==> src/rtl/fpu_writeback_queue_if.sv <==
// Bundle between the FPU issue/result side and the register file writeback queue.
// The master modport is the FPU side; the slave modport is the queue.
interface fpu_writeback_queue_if #(
    parameter int DEPTH  = 4,
    parameter int DATA_W = 32
) ();
    logic                       issue_valid;
    logic [4:0]                 issue_rd;
    logic [4:0]                 query_rs1;
    logic [4:0]                 query_rs2;
    logic [4:0]                 query_rs3;
    logic                       issue_stall;

    logic                       res0_valid;
    logic                       res0_ready;
    logic [4:0]                 res0_rd;
    logic [DATA_W-1:0]          res0_data;

    logic                       res1_valid;
    logic                       res1_ready;
    logic [4:0]                 res1_rd;
    logic [DATA_W-1:0]          res1_data;

    logic                       reg_write;
    logic [4:0]                 write_reg;
    logic [DATA_W-1:0]          write_data;
    logic [$clog2(DEPTH):0]     wb_count;

    modport master (
        output issue_valid, issue_rd, query_rs1, query_rs2, query_rs3,
        output res0_valid, res0_rd, res0_data,
        output res1_valid, res1_rd, res1_data,
        input  issue_stall, res0_ready, res1_ready,
        input  reg_write, write_reg, write_data, wb_count
    );

    modport slave (
        input  issue_valid, issue_rd, query_rs1, query_rs2, query_rs3,
        input  res0_valid, res0_rd, res0_data,
        input  res1_valid, res1_rd, res1_data,
        output issue_stall, res0_ready, res1_ready,
        output reg_write, write_reg, write_data, wb_count
    );
endinterface

==> src/rtl/fpu_writeback_queue.sv <==
// In-order FIFO merging two FPU result sources into one register file write port, plus pending-write scoreboard.
// Latency: accept to reg_write strobe is 1 edge, scoreboard clear at the 2nd edge; drains one entry per cycle.
// Backpressure: readies derive from registered free space only (no same-cycle dequeue credit); res1 yields to res0.
module fpu_writeback_queue #(
    parameter int DEPTH  = 4,
    parameter int DATA_W = 32
) (
    input  logic                   clk,
    input  logic                   rst,
    fpu_writeback_queue_if.slave   bus
);
    localparam int PTR_W = $clog2(DEPTH);
    localparam int CNT_W = PTR_W + 1;

    typedef struct packed {
        logic [4:0]        rd;
        logic [DATA_W-1:0] dat;
    } wb_entry_t;

    wb_entry_t          r_mem [DEPTH];
    logic [PTR_W-1:0]   r_wr_ptr;
    logic [PTR_W-1:0]   r_rd_ptr;
    logic [CNT_W-1:0]   r_count;
    logic [31:0]        r_pending;
    logic               r_reg_write;
    logic [4:0]         r_write_reg;
    logic [DATA_W-1:0]  r_write_data;

    logic [CNT_W-1:0]   w_free;
    logic               w_res0_rdy;
    logic               w_res1_rdy;
    logic               w_enq0;
    logic               w_enq1;
    logic               w_deq;
    logic [PTR_W-1:0]   w_wr_ptr1;
    logic [31:0]        w_pending_nxt;

    always_comb begin
        w_free     = CNT_W'(DEPTH) - r_count;
        w_res0_rdy = (w_free >= CNT_W'(1));
        // res1 must leave room for res0 whenever res0 is offering
        w_res1_rdy = bus.res0_valid ? (w_free >= CNT_W'(2)) : (w_free >= CNT_W'(1));
        w_enq0     = bus.res0_valid & w_res0_rdy;
        w_enq1     = bus.res1_valid & w_res1_rdy;
        w_deq      = (r_count != '0);
        w_wr_ptr1  = r_wr_ptr + PTR_W'(w_enq0);
    end

    // Set after clear so a same-edge issue to the committing register stays pending
    always_comb begin
        w_pending_nxt = r_pending;
        if (r_reg_write) begin
            w_pending_nxt[r_write_reg] = 1'b0;
        end
        if (bus.issue_valid) begin
            w_pending_nxt[bus.issue_rd] = 1'b1;
        end
    end

    always_ff @(posedge clk) begin
        if (w_enq0) begin
            r_mem[r_wr_ptr] <= {bus.res0_rd, bus.res0_data};
        end
        if (w_enq1) begin
            r_mem[w_wr_ptr1] <= {bus.res1_rd, bus.res1_data};
        end
    end

    always_ff @(posedge clk) begin
        if (rst) begin
            r_wr_ptr     <= '0;
            r_rd_ptr     <= '0;
            r_count      <= '0;
            r_pending    <= '0;
            r_reg_write  <= 1'b0;
            r_write_reg  <= '0;
            r_write_data <= '0;
        end else begin
            r_wr_ptr  <= r_wr_ptr + PTR_W'(w_enq0) + PTR_W'(w_enq1);
            r_count   <= r_count + CNT_W'(w_enq0) + CNT_W'(w_enq1) - CNT_W'(w_deq);
            r_pending <= w_pending_nxt;
            r_reg_write <= w_deq;
            if (w_deq) begin
                r_rd_ptr     <= r_rd_ptr + PTR_W'(1);
                r_write_reg  <= r_mem[r_rd_ptr].rd;
                r_write_data <= r_mem[r_rd_ptr].dat;
            end
        end
    end

    assign bus.issue_stall = r_pending[bus.query_rs1] | r_pending[bus.query_rs2] |
                             r_pending[bus.query_rs3] | r_pending[bus.issue_rd];
    assign bus.res0_ready  = w_res0_rdy;
    assign bus.res1_ready  = w_res1_rdy;
    assign bus.reg_write   = r_reg_write;
    assign bus.write_reg   = r_write_reg;
    assign bus.write_data  = r_write_data;
    assign bus.wb_count    = r_count;
endmodule

==> src/flat_wrapper.sv <==
// flat-port wrapper written by rule: the top's interface ports become plain ports
module fpu_writeback_queue_flat 
#(
    parameter int DEPTH  = 4,
    parameter int DATA_W = 32
)
  (clk, rst, bus_issue_valid, bus_issue_rd, bus_query_rs1, bus_query_rs2, bus_query_rs3, bus_res0_valid, bus_res0_rd, bus_res0_data, bus_res1_valid, bus_res1_rd, bus_res1_data, bus_issue_stall, bus_res0_ready, bus_res1_ready, bus_reg_write, bus_write_reg, bus_write_data, bus_wb_count);
  fpu_writeback_queue_if #(.DEPTH(DEPTH), .DATA_W(DATA_W)) bus_i ();
  input  logic clk;
  input  logic rst;
  input wire logic [$bits(bus_i.issue_valid)-1:0] bus_issue_valid;
  input wire logic [$bits(bus_i.issue_rd)-1:0] bus_issue_rd;
  input wire logic [$bits(bus_i.query_rs1)-1:0] bus_query_rs1;
  input wire logic [$bits(bus_i.query_rs2)-1:0] bus_query_rs2;
  input wire logic [$bits(bus_i.query_rs3)-1:0] bus_query_rs3;
  input wire logic [$bits(bus_i.res0_valid)-1:0] bus_res0_valid;
  input wire logic [$bits(bus_i.res0_rd)-1:0] bus_res0_rd;
  input wire logic [$bits(bus_i.res0_data)-1:0] bus_res0_data;
  input wire logic [$bits(bus_i.res1_valid)-1:0] bus_res1_valid;
  input wire logic [$bits(bus_i.res1_rd)-1:0] bus_res1_rd;
  input wire logic [$bits(bus_i.res1_data)-1:0] bus_res1_data;
  output wire logic [$bits(bus_i.issue_stall)-1:0] bus_issue_stall;
  output wire logic [$bits(bus_i.res0_ready)-1:0] bus_res0_ready;
  output wire logic [$bits(bus_i.res1_ready)-1:0] bus_res1_ready;
  output wire logic [$bits(bus_i.reg_write)-1:0] bus_reg_write;
  output wire logic [$bits(bus_i.write_reg)-1:0] bus_write_reg;
  output wire logic [$bits(bus_i.write_data)-1:0] bus_write_data;
  output wire logic [$bits(bus_i.wb_count)-1:0] bus_wb_count;
  assign bus_i.issue_valid = bus_issue_valid;
  assign bus_i.issue_rd = bus_issue_rd;
  assign bus_i.query_rs1 = bus_query_rs1;
  assign bus_i.query_rs2 = bus_query_rs2;
  assign bus_i.query_rs3 = bus_query_rs3;
  assign bus_i.res0_valid = bus_res0_valid;
  assign bus_i.res0_rd = bus_res0_rd;
  assign bus_i.res0_data = bus_res0_data;
  assign bus_i.res1_valid = bus_res1_valid;
  assign bus_i.res1_rd = bus_res1_rd;
  assign bus_i.res1_data = bus_res1_data;
  assign bus_issue_stall = bus_i.issue_stall;
  assign bus_res0_ready = bus_i.res0_ready;
  assign bus_res1_ready = bus_i.res1_ready;
  assign bus_reg_write = bus_i.reg_write;
  assign bus_write_reg = bus_i.write_reg;
  assign bus_write_data = bus_i.write_data;
  assign bus_wb_count = bus_i.wb_count;
  fpu_writeback_queue #(.DEPTH(DEPTH), .DATA_W(DATA_W)) u_core (.clk(clk), .rst(rst), .bus(bus_i));
endmodule
==> config.mk <==
export PLATFORM = sky130hd
export DESIGN_NAME = fpu_writeback_queue_flat
export DESIGN_NICKNAME = d
export VERILOG_FILES = /design/src/rtl/fpu_writeback_queue_if.sv /design/src/rtl/fpu_writeback_queue.sv /design/src/flat_wrapper.sv
export SDC_FILE = /design/constraint.sdc
export NUM_CORES = 1
export LEC_CHECK = 0
export BUFFER_PORTS_ARGS = -buffer_cell sky130_fd_sc_hd__clkbuf_2
export CAP_MARGIN = 20
export CORE_ASPECT_RATIO = 1.25
export CORE_UTILIZATION = 45
export CTS_CLUSTER_SIZE = 12
export DETAILED_ROUTE_END_ITERATION = 12
export GPL_ROUTABILITY_DRIVEN = 0
export PLACE_DENSITY = 0.67
export SYNTH_ARGS = -nofsm -noshare
export SYNTH_HDL_FRONTEND = slang
export SYNTH_SLANG_ARGS = --single-unit
==> constraint.sdc <==
create_clock -name clk -period 5.02 [get_ports clk]
set_clock_uncertainty 0.2 [all_clocks]
set_input_delay 1.004 -clock clk [delete_from_list [all_inputs] [get_ports clk]]
set_output_delay 1.004 -clock clk [all_outputs]
set_load 0.02 [all_outputs]
[Yosys cells after proc, flatten, opt, wreduce, memory -nomap -nowiden]
Memories as Yosys holds them, arrays and structs flattened. A register that Yosys moved wholly into a read port is not among the register bits.
Index checks and enable logic that the tools add are counted.
Widths: inputs -> output; s select.
Word-level totals
  register bits: 40
  memory bits (writable): 148
  input port bits: 99
  output and inout bits: 44
  logic and storage cells: 52
  memories kept: 1
Memories
  u_core.r_mem: depth 4, bits a word 37, read ports 1, clocked after memory_dff 1, wr ports 2, RTL line fpu_writeback_queue.sv:20  | wb_entry_t r_mem [DEPTH];
Operators by class
  add/subtract/negate cells: 7
  order comparisons: 9
  muxes and demuxes: 19
  bitwise logic cells: 8
  reductions and logical operators: 3
Operator list (number)
  $mux 32: 2
  $and 32x32->32: 1
  $not 32->32: 1
  $or 32x32->32: 1
  $lt 5x6->1 const B: 5
  $bmux 1 s5: 4
  $mux 1: 11
  $demux 1 s5: 2
  $ge 5x1->1 const B: 2
  $add 3x1->3: 2
  $add 2x1->2: 2
  $ge 3x1->1 const B: 1
  $ge 3x2->1 const B: 1
  $or 1x1->1: 3
  $reduce_bool 3->1: 1
  $sub 3x1->3: 1
  $sub 3x3->3 const A: 1
  $add 2x1->2 const B: 1
  $and 1x1->1: 2
  $logic_and 1x1->1: 2

[Longest topological paths before layout]
Gate-level depths: netlist (run 1).
  word-level depth: 9
  gate-level depth with buffers: 14
  gate-level depth less buffers: 13

[Least setup slack after synthesis (run 1)]
Ideal clock, no wire load.
  kind: reg2reg
  start: reg u_core.r_count[0], in the netlist u_core.bus.wb_count[0]
  end: mem u_core.r_mem[0][0] (netlist name), enable pin
  library setup time: 0.487 ns
  data arrival time: 4.313 ns
  required time: 4.333 ns
  slack: 0.020 ns
  stages on the path, launching flop included: 8
  clock period less this slack: 5.000 ns
  cells stage by stage: dfxtp_1 > inv_1 > ha_1 > ha_1 > nor2b_1 > nand2_1 > nand2_1 > o31ai_1
RTL lines
  start: declaration: RTL line fpu_writeback_queue.sv:23  | logic [CNT_W-1:0] r_count;
  start signal: assignment: RTL line fpu_writeback_queue.sv:80  | r_count <= r_count + CNT_W'(w_enq0) + CNT_W'(w_enq1) - CNT_W'(w_deq);
  end: declaration: RTL line fpu_writeback_queue.sv:20

[Worst setup path in the final report (run 1)]
  start: in bus_issue_rd[0]
  end: out bus_issue_stall
On the way
  longest elaborated chain between the ends: 3
RTL lines
  start: declaration: RTL line flat_wrapper.sv:12  | input wire logic [$bits(bus_i.issue_rd)-1:0] bus_issue_rd;
  $bmux 1 s5: RTL line fpu_writeback_queue.sv:92  | r_pending[bus.query_rs3] | r_pending[bus.issue_rd];
  $mux 1 (implied by the code): RTL line fpu_writeback_queue.sv:92
  $or 1x1->1: RTL line fpu_writeback_queue.sv:92
  end: declaration: RTL line flat_wrapper.sv:22  | output wire logic [$bits(bus_i.issue_stall)-1:0] bus_issue_stall;
Every way passes these cells. The select of a mux whose other input is x is not followed.

==> reports/metrics.csv, run 1 <==
stage,metric,value,unit
outcome,status,completed,
cts,Clock Sinks,225,
placed_design,I/O Buffers,142,
detailed_routing,Iteration-0 DRC Markers,497,
setup_path,CP max stage delay,570,ps
floorplan,Core ar.,25210,µm²
floorplan,IO Pins,143,
logic_synthesis,"EDFF count, synth",148,
setup_path,WP data required,3820,ps
global_routing,initial antenna violation count,1,
finish,Largest register FFs,148,
setup_path,crit path buf inv count,2,
power_and_ir_drop,VDD IR max,0.3170,mV
setup_path,"Worst Path Class, Setup",in2out,
finish,Reg with most FFs,u_core.r_mem,
logic_synthesis,share of the synthesized area in the top cell type,38.47,%
global_routing,final global-route overflow total,0,
cts,Worst-path clk slew,50,ps
logic_synthesis,syn avg cell area,13.59,µm²
detailed_routing,routed vias,7450,
floorplan,row count,65,
setup_path,CP cell instances,clkbuf_2 -> mux4_2 -> a22oi_2 -> o41ai_2 -> a2111oi_2 -> nand4_1 -> clkbuf_2,
global_routing,first-pass GRT wire length,43.09,mm
logic_synthesis,Synth area leader,edfxtp_1,
global_routing,largest net degree at the start of global routing,44,
logic_synthesis,post-synthesis sequential area ratio,51.81,%
finish,Area Overhead vs Synth,13.77,%
cts,clk_lat worst skew,510,ps
finish,final cell count without fillers,1322,
global_routing,vias in the first global route,7722,
logic_synthesis,Synth cell types,55,
logic_synthesis,async set-reset flop share out of synthesis,0,%
logic_synthesis,dominant synthesized flop cell,edfxtp_1,
logic_synthesis,"count leader, synth",edfxtp_1,
detailed_routing,DRT Pass-1 Iters,5,
sta,Rel. slew slack,27.31,%
global_routing,GRT Total Usage,20.91,%
logic_synthesis,post-synthesis instance total,850,
sta,Final Hold Vio Count,0,
finish,fin nets,1078,
logic_synthesis,post-synthesis cell area,11550,µm²
logic_synthesis,most frequent cells after synthesis,"edfxtp_1 (148), mux2_1 (122), nand2_1 (117)",
placed_design,dpl cells,1279,
cts,setup repair bufs after CTS,0,
setup_path,worst-path maximum fanout,18,
logic_synthesis,Post-Synthesis Net Count,958,
cts,clk root buf,clkbuf_16,
floorplan,Initial Util,45.82,%
detailed_routing,DRT antenna net count,0,
setup_path,"most used cell, CP",clkbuf_2,
cts,CTS tree,done,
finish,area of the multi-input gates,5189,µm²
detailed_routing,Wirelength per Cell,20.64,µm
logic_synthesis,post-synthesis register bit count,225,
cts,PostCTS Resize Cnt,0,
placed_design,Detail Placement HPWL,17.82,mm
cts,CTS Buffer Depth,3,
finish,share of cells above drive strength 1,29.51,%
cts,htree depth,1,
setup_path,Critical Path End Type,primary output,
power_and_ir_drop,PwrDens,574.4,nW/µm²
sta,"Slew Viols, Final",0,
hold_path,Hold Crit Class,reg2reg,
cts,# hold bufs at CTS,0,
setup_path,Crit-path slowest cell,mux4_2,
flow_run,max-cap viol count,0,
power_and_ir_drop,leakage,4.930,nW
sta,Max Fclk,0.2455,GHz
detailed_routing,via-per-instance ratio,5.635,
floorplan,Die X,145.3,µm
logic_synthesis,top post-synthesis cells by area,"edfxtp_1 (38%), dfxtp_1 (13%), mux2_1 (12%)",
sta,final worst-path cycle share,81.15,%
detailed_routing,Routed WL,27.28,mm
detailed_routing,Remaining DRCs,0,
sta,# setup viols final,0,
setup_path,CP startpoint kind,primary input,
finish,FF+latch area,5988,µm²
floorplan,Die H,181.1,µm
floorplan,die area,26320,µm²
sta,RSZ-0062 raised after global routing,false,
sta,Tmin final,4074,ps
logic_synthesis,total of warnings raised by yosys,0,
sta,Fin Setup TNS,0,ps
sta,slew of the pin with the lowest slew margin,1090,ps
cts,CTS Buf Count,23,
finish,Fillers,2183,
setup_path,arrival time worst endpoint,2870,ps
setup_path,family with the most delay on the worst path,compound AO/OA/AOI/OAI gates,
[power by group]
group / total, mW / leakage, nW / switching (mW) / internal, mW
Combinational: 2.78 / 2.59 / 1.60 / 1.18
Sequential: 3.18 / 2.01 / 0.377 / 2.80
Clock: 1.59 / 0.334 / 0.683 / 0.910
Total: 7.55 / 4.93 / 2.66 / 4.88
[placed cells by master (no fill, tap or decap), drive strengths merged, types with 6 or more instances in the layout]
master / netlist / final
dfxtp: 77 / 77
nor2: 12 / 12
inv: 12 / 12
nand2: 117 / 117
edfxtp: 148 / 148
a21oi: 72 / 72
o21ai: 36 / 36
clkbuf: 30 / 181
mux4: 60 / 60
nand3b: 8 / 8
a22oi: 6 / 6
nor2b: 11 / 11
buf: 31 / 14
ha: 7 / 7
nand3: 7 / 7
mux2i: 8 / 8
mux2: 160 / 160
[final cells by class]
| class | count | area share [%] |
|---|---|---|
| Antenna cell | 1 | 0.01904 |
| Clock buffer | 39 | 5.141 |
| Clock inverter | 2 | 0.07616 |
| Inverter | 12 | 0.3427 |
| Multi-Input combinational cell | 552 | 39.48 |
| Sequential cell | 225 | 45.56 |
| Tap cell | 335 | 3.189 |
| Timing Repair Buffer | 156 | 6.188 |
[worst reg2reg max path: stages, from the launching register on]
cell     delay [ps]
dfxtp_1         440
inv_1           100
ha_1            210
ha_2            310
nor2b_1         160
nand2_1         100
nand2_1         160
inv_1           110
ha_1            200
xor2_1          360
nand3_2         530
buf_4           480
mux2_1          380
[kinds of logic after synthesis]
family / Yosys count / share of synthesized area [%]
xor gates and xnor gates: 5 / 0.3791
DFF: 225 / 51.81
and+or+nand+nor: 180 / 7.170
muxes: 228 / 29.45
AOI/OAI and AO/OA: 130 / 6.412
adders and majority gates: 9 / 1.105
buffers and inverters: 73 / 3.672
[path summary, 6_finish.rpt]
check | start | end | slack [ps] | cells after the start
setup / recovery | bus_issue_rd[0] | bus_issue_stall | 950 | 7
setup reg to reg | u_core.bus.wb_count[0] | u_core.r_mem[3][16] | 1040 | 12
hold / removal | u_core.bus.write_data[12] | u_core.bus.write_data[12] | 260 | 2
hold reg to reg | u_core.bus.write_data[12] | u_core.bus.write_data[12] | 260 | 2
[per-layer routing]
metal	share of wire, %	vias up	GRT usage, %
met5	0	-	0
met4	1.5	0	5.726
met3	5.5	33	3.939
met2	53	206	38.27
met1	40	3736	24.94
li1	-	3475	-
[stage by stage]
| step | worst slack [ps] | cell area, µm² | total power [mW] | hold slack, ps | util [%] |
|---|---|---|---|---|---|
| 6_report | 946.4 | 13140 | 7.549 | 257.9 | 52.13 |
| 5_1_grt | 742.7 | 13140 | 7.961 | 284.6 | 52.12 |
| 4_1_cts | 964.3 | 13140 | 7.623 | 260.1 | 52.10 |
| 3_5_place_dp | 967.8 | 12450 | 6.025 | 251.2 | 49.38 |
| 3_3_place_gp | 970.9 | 12450 | 5.974 | 248.1 | 49.38 |
| 2_1_floorplan | 20.16 | 11550 | 5.151 | 276.6 | - |
(Power assumes the default switching activity.)
==> run 2: changes to the inputs <==
- PLACE_DENSITY: 0.67 -> not set
- clock period: 5.02 -> 4.1 ns (I/O delays scaled with it)
==> run 2 against run 1 <==
  * Worst setup slack worse by 560 ps
  * Via count up 1.0%
  * Cell count up 0.53%
  * Sequential power up 20%
  * Non-clock buffer count up 7
  * Register-to-register slack worse by 660 ps
  * Total power up 23%
  * Largest power group unchanged
==> reports/metrics.csv, run 2 (synthesized netlist as in run 1, its figures left out) <==
stage,metric,value,unit,change
detailed_routing,Routed WL,28.28,mm,+3.6%
setup_path,CP cell instances,inv_1 -> ha_1 -> ha_2 -> nor2b_1 -> nand2_1 -> nand2_1 -> inv_1 -> ha_1 -> xor2_1 -> inv_2 -> nand3b_1 -> buf_4 -> mux2_1,,
floorplan,Initial Util,45.82,%,unchanged
setup_path,crit path buf inv count,4,,+2
sta,"Slew Viols, Final",0,,unchanged
global_routing,initial antenna violation count,1,,unchanged
global_routing,M1 GR Usage,25.80,%,+0.85 points
power_and_ir_drop,part of the power in the clock network,20.6,%,-0.5 points
placed_design,pre-CTS WS,394.2,ps,-573.6 ps
floorplan,Die X,145.3,µm,unchanged
finish,share of cells above drive strength 1,29.81,%,+0.30 points
power_and_ir_drop,Power Total,9.280,mW,+23%
cts,Worst-path clk slew,60,ps,about the same
placed_design,Placed Area,12550,µm²,+0.78%
finish,"most common cell after layout, fill and taps aside",edfxtp_1,,
global_routing,gr busiest metal,met2,,
floorplan,Core ar.,25210,µm²,unchanged
flow_run,max-cap viol count,0,,unchanged
global_routing,GR met2 Demand/Resource,39.83,%,+1.6 points
cts,setup repair bufs after CTS,0,,unchanged
power_and_ir_drop,leakage,4.965,nW,+0.71%
setup_path,Critical Path End Type,flop,,
setup_path,CP startpoint kind,flop,,
global_routing,final global-route overflow total,0,,unchanged
finish,most frequent cells in the layout,"edfxtp_1 (148), clkbuf_2 (143), mux2_1 (122), nand2_1 (116), dfxtp_1 (75)",,
detailed_routing,routed vias,7527,,+1.0%
global_routing,vias in the first global route,7499,,-2.9%
cts,clk_lat worst skew,510,ps,about the same
global_routing,largest net degree at the start of global routing,78,,+77%
placed_design,I/O Buffers,142,,unchanged
floorplan,Die H,181.1,µm,unchanged
power_and_ir_drop,Internal,6.006,mW,+23%
finish,Reg with most FFs,u_core.r_mem,,
power_and_ir_drop,Seq pwr share,41.3,%,-0.8 points
sta,RSZ-0062 raised after global routing,false,,
detailed_routing,Remaining DRCs,0,,unchanged
cts,CTS Buf Count,23,,unchanged
setup_path,Crit path depth,13,,+6
finish,final cell count without fillers,1329,,+0.53%
sta,final worst slack,384.2,ps,-562.2 ps
setup_path,WP data required,4140,ps,+320 ps
floorplan,row count,65,,unchanged
setup_path,CP max stage delay,450,ps,-120 ps
floorplan,IO Pins,143,,unchanged
sta,# setup viols final,0,,unchanged
detailed_routing,Wirelength per Cell,21.28,µm,+3.1%
placed_design,Detail Placement HPWL,18.01,mm,+1.1%
sta,Max Fclk,0.2691,GHz,
floorplan,die area,26320,µm²,unchanged
cts,CTS tree,done,,
power_and_ir_drop,VDD IR max,0.4169,mV,+32%
cts,clk root buf,clkbuf_16,,
setup_path,family with the most delay on the worst path,buffers and inverters,,
cts,# hold bufs at CTS,0,,unchanged
setup_path,R2R cell count,13,,+1
cts,Clock Sinks,225,,unchanged
detailed_routing,Iteration-0 DRC Markers,436,,-12%
finish,Largest register FFs,148,,unchanged
setup_path,arrival time worst endpoint,3760,ps,+890 ps
sta,Fin Setup TNS,0,ps,unchanged
power_and_ir_drop,PwrDens,702.2,nW/µm²,+22%
finish,fin nets,1085,,+0.65%
cts,CTS Buffer Depth,3,,unchanged
detailed_routing,DRT antenna net count,0,,unchanged
global_routing,first-pass GRT wire length,43.67,mm,+1.3%
global_routing,GRT Total Usage,21.40,%,+0.50 points
setup_path,"Worst Path Class, Setup",reg2reg,,
detailed_routing,DRT Pass-1 Iters,5,,unchanged
sta,Final Hold Vio Count,0,,unchanged
global_routing,met3 Track Usage GR,2.904,%,-1.0 points
finish,Finished Cell Area,13220,µm²,+0.55%
setup_path,worst-path maximum fanout,23,,+5
power_and_ir_drop,Net Sw Frac,35.28,%,about the same
sta,Tmin final,3716,ps,
hold_path,Cells on Worst Hold Path,2,,unchanged
hold_path,Hold Crit Class,reg2reg,,
power_and_ir_drop,combinational share of power,38.1,%,+1.3 points
placed_design,dpl cells,1287,,+0.63%
power_and_ir_drop,NetSw,3.274,mW,+23%
finish,Area Overhead vs Synth,14.39,%,
outcome,status,completed,,
cts,htree depth,1,,unchanged
setup_path,Crit-path slowest cell,dfxtp_1,,
sta,slew of the pin with the lowest slew margin,990.5,ps,-99.86 ps
sta,final worst-path cycle share,90.63,%,
cts,PostCTS Resize Cnt,0,,unchanged
detailed_routing,via-per-instance ratio,5.664,,+0.50%
sta,Rel. slew slack,33.97,%,+6.7 points
run 2: area by class of cell:
| type | count | area, µm² |
|---|---|---|
| Fill cell | 2210 | 12000 |
| Clock inverter | 2 | 8.758 |
| Sequential cell | 225 | 5988 |
| Inverter | 12 | 45.04 |
| Tap cell | 335 | 419.2 |
| Multi-Input combinational cell | 552 | 5189 |
| Clock buffer | 39 | 656.9 |
| Antenna cell | 1 | 2.502 |
| Timing Repair Buffer | 163 | 905.9 |
run 2: per-stage QoR:
step	hold WS, ps	util (%)
after floorplan	276.6	-
after CTS	255.7	52.41
after global routing	278.9	52.42
after global placement	242.7	49.77
final	254.8	52.42
after detailed placement	247.6	49.77
run 2: power by group through the flow:
stage / logic [mW] / clock network [mW] / registers [mW]
after detailed placement: 3.59 / 0 / 3.89
after CTS: 3.61 / 1.95 / 3.85
after floorplan: 2.36 / 0 / 3.94
after global placement: 3.57 / 0 / 3.88
final: 3.54 / 1.91 / 3.83
after global routing: 3.83 / 2.03 / 3.91
run 2: worst paths after layout:
| path | from | endpoint | slack [ps] |
|---|---|---|---|
| worst max-delay path | u_core.bus.wb_count[0] | u_core.r_mem[0][33] | 380 |
| worst min-delay path | u_core.bus.write_data[0] | u_core.bus.write_data[0] | 250 |
| worst max register to register | u_core.bus.wb_count[0] | u_core.r_mem[0][33] | 380 |
| worst min register to register | u_core.bus.write_data[0] | u_core.bus.write_data[0] | 250 |
run 2: routing by layer:
metal | share of wire [%] | wire, µm
met5 | 0 | 0
met4 | 1.8 | 516
met3 | 5.7 | 1619
met2 | 53 | 15090
met1 | 39 | 11050
run 2: worst min-delay path: cells and delay by family (launching register included):
family / cells / cell delay [ps]
AOI/OAI and AO/OA: 1 / 50
DFF: 1 / 310
and+or+nand+nor: 1 / 50
==> run 3: changes to the inputs <==
- clock period: 4.1 -> 4.2 ns (I/O delays scaled with it)
==> run 3 against run 2 <==
  * Design area up 0.25%
  * Largest cell class unchanged
  * Critical path depth shrank 6
  * Highest routed layer unchanged
  * First-iteration DRC count is 22% lower
  * Combinational power is 3% lower
  * Flip-flop and latch count unchanged
  * Hold slack improved by 6.0 ps
==> reports/metrics.csv, run 3 (synthesized netlist as in run 1, its figures left out) <==
stage,metric,value,unit,change
outcome,status,completed,,
power_and_ir_drop,PwrDens,681.4,nW/µm²,-3.0%
finish,Reg with most FFs,u_core.r_mem,,
finish,Fillers,2219,,+0.41%
setup_path,Critical Path End Type,primary output,,
setup_path,R2R cell count,12,,-1
hold_path,Hold EP,u_core.bus.write_data[1],,
sta,RSZ-0062 raised after global routing,false,,
global_routing,largest net degree at the start of global routing,51,,-35%
floorplan,IO Pins,143,,unchanged
sta,Tmin final,3691,ps,
global_routing,final global-route overflow total,0,,unchanged
cts,Worst-path clk slew,60,ps,about the same
finish,final cell count without fillers,1333,,+0.30%
finish,"most common cell after layout, fill and taps aside",edfxtp_1,,
global_routing,GRT Total Usage,21.51,%,+0.10 points
detailed_routing,DRT antenna net count,0,,unchanged
cts,clk_lat worst skew,500,ps,about the same
power_and_ir_drop,leakage,4.980,nW,+0.30%
hold_path,Hold Crit Class,reg2reg,,
sta,# setup viols final,0,,unchanged
sta,Rel. slew slack,33.04,%,-0.93 points
cts,PostCTS Resize Cnt,0,,unchanged
placed_design,pre-CTS WS,525.1,ps,+130.9 ps
sta,Max Fclk,0.2709,GHz,
power_and_ir_drop,VDD IR max,0.3953,mV,-5.2%
setup_path,r2r setup slk,560,ps,+180 ps
placed_design,Detail Placement HPWL,18.14,mm,+0.70%
setup_path,WP data required,3160,ps,-980 ps
setup_path,reg2reg end,u_core.r_mem[2][16],,
detailed_routing,Iteration-0 DRC Markers,342,,-22%
setup_path,worst-path maximum fanout,8,,-65%
cts,htree depth,1,,unchanged
sta,Fin Setup TNS,0,ps,unchanged
finish,most frequent cells in the layout,"edfxtp_1 (148), clkbuf_2 (142), mux2_1 (122), nand2_1 (116), dfxtp_1 (75)",,
cts,setup repair bufs after CTS,0,,unchanged
global_routing,initial antenna violation count,2,,+1
sta,final worst slack,509.0,ps,+124.8 ps
cts,CTS Buf Count,23,,unchanged
setup_path,"Worst Path Class, Setup",in2out,,
floorplan,Die H,181.1,µm,unchanged
finish,share of cells above drive strength 1,29.92,%,+0.11 points
hold_path,Cells on Worst Hold Path,2,,unchanged
detailed_routing,Routed WL,28.15,mm,-0.46%
cts,Clock Sinks,225,,unchanged
flow_run,max-cap viol count,0,,unchanged
placed_design,I/O Buffers,142,,unchanged
hold_path,Hold Startpoint,u_core.bus.write_data[1],,
sta,slew of the pin with the lowest slew margin,1004,ps,+13.91 ps
finish,Final Core Density,52.55,%,+0.13 points
cts,CTS tree,done,,
cts,CTS Buffer Depth,3,,unchanged
setup_path,arrival time worst endpoint,2650,ps,-1110 ps
detailed_routing,Wirelength per Cell,21.12,µm,-0.75%
floorplan,Die X,145.3,µm,unchanged
setup_path,CP startpoint kind,primary input,,
detailed_routing,via-per-instance ratio,5.617,,-0.83%
finish,Area Overhead vs Synth,14.68,%,
detailed_routing,DRT Pass-1 Iters,5,,unchanged
sta,final worst-path cycle share,87.88,%,
sta,Final Hold Vio Count,0,,unchanged
finish,fin nets,1090,,+0.46%
detailed_routing,routed vias,7487,,-0.53%
detailed_routing,Remaining DRCs,0,,unchanged
placed_design,dpl cells,1292,,+0.39%
sta,"Slew Viols, Final",0,,unchanged
cts,clk root buf,clkbuf_16,,
power_and_ir_drop,Power Total,9.027,mW,-2.7%
global_routing,first-pass GRT wire length,43.45,mm,-0.51%
cts,# hold bufs at CTS,0,,unchanged
global_routing,vias in the first global route,7659,,+2.1%
finish,Largest register FFs,148,,unchanged
setup_path,FF-to-FF Start,u_core.bus.wb_count[0],,
floorplan,die area,26320,µm²,unchanged
floorplan,row count,65,,unchanged
floorplan,Core ar.,25210,µm²,unchanged
floorplan,Initial Util,45.82,%,unchanged
-- run 3: metrics by stage --
step,area [µm²],hold slack (ps)
after global routing,13250,281.2
after detailed placement,12600,254.7
after CTS,13240,263.9
after global placement,12600,249.5
after floorplan,11560,276.6
final,13250,260.9
-- run 3: where the power goes --
| part | total, mW | internal (mW) | leakage (nW) | switching, mW |
|---|---|---|---|---|
| sequential | 3.78 | 3.34 | 2.01 | 0.437 |
| clock | 1.82 | 1.03 | 0.310 | 0.796 |
| combinational | 3.43 | 1.49 | 2.66 | 1.94 |
| total | 9.03 | 5.85 | 4.98 | 3.18 |
-- run 3: worst max-delay path, cell delays in order --
cell       delay (ps)
clkbuf_2          270
mux4_2            560
mux2i_1           200
o32ai_1           110
a2111oi_2         350
nand4_1           140
clkbuf_2          180
-- run 3: how the worst max path moves through the flow --
stage / startpoint / endpoint / slack [ps] / cells after the start
finish: bus_query_rs1[0] / bus_issue_stall / 510 / 7
global route: u_core.bus.wb_count[0] / u_core.r_mem[2][0] / 300 / 12
CTS: bus_query_rs3[1] / bus_issue_stall / 520 / 7
detailed placement: bus_query_rs3[1] / bus_issue_stall / 530 / 7
global placement: bus_query_rs3[1] / bus_issue_stall / 530 / 7
floorplan: u_core.bus.wb_count[0] / u_core.r_mem[3][0] / 200 / 13
-- run 3: final cells by class --
type | instances | area (µm²) | share of cell area (%)
Sequential cell | 225 | 5988 | 45.20
Clock inverter | 3 | 11.26 | 0.08500
Timing Repair Buffer | 168 | 955.9 | 7.216
Inverter | 12 | 45.04 | 0.3400
Clock buffer | 36 | 634.4 | 4.788
Antenna cell | 2 | 5.005 | 0.03778
Tap cell | 335 | 419.2 | 3.164
Multi-Input combinational cell | 552 | 5189 | 39.17
-- run 3: metal layers --
layer  GRT usage, %  up-vias  wire length (µm)
li1               -     3496                 -
met3          3.081       43              1259
met5              0        -                 0
met2          38.94      213             14670
met1          25.79     3735             11430
met4          8.126        0               789
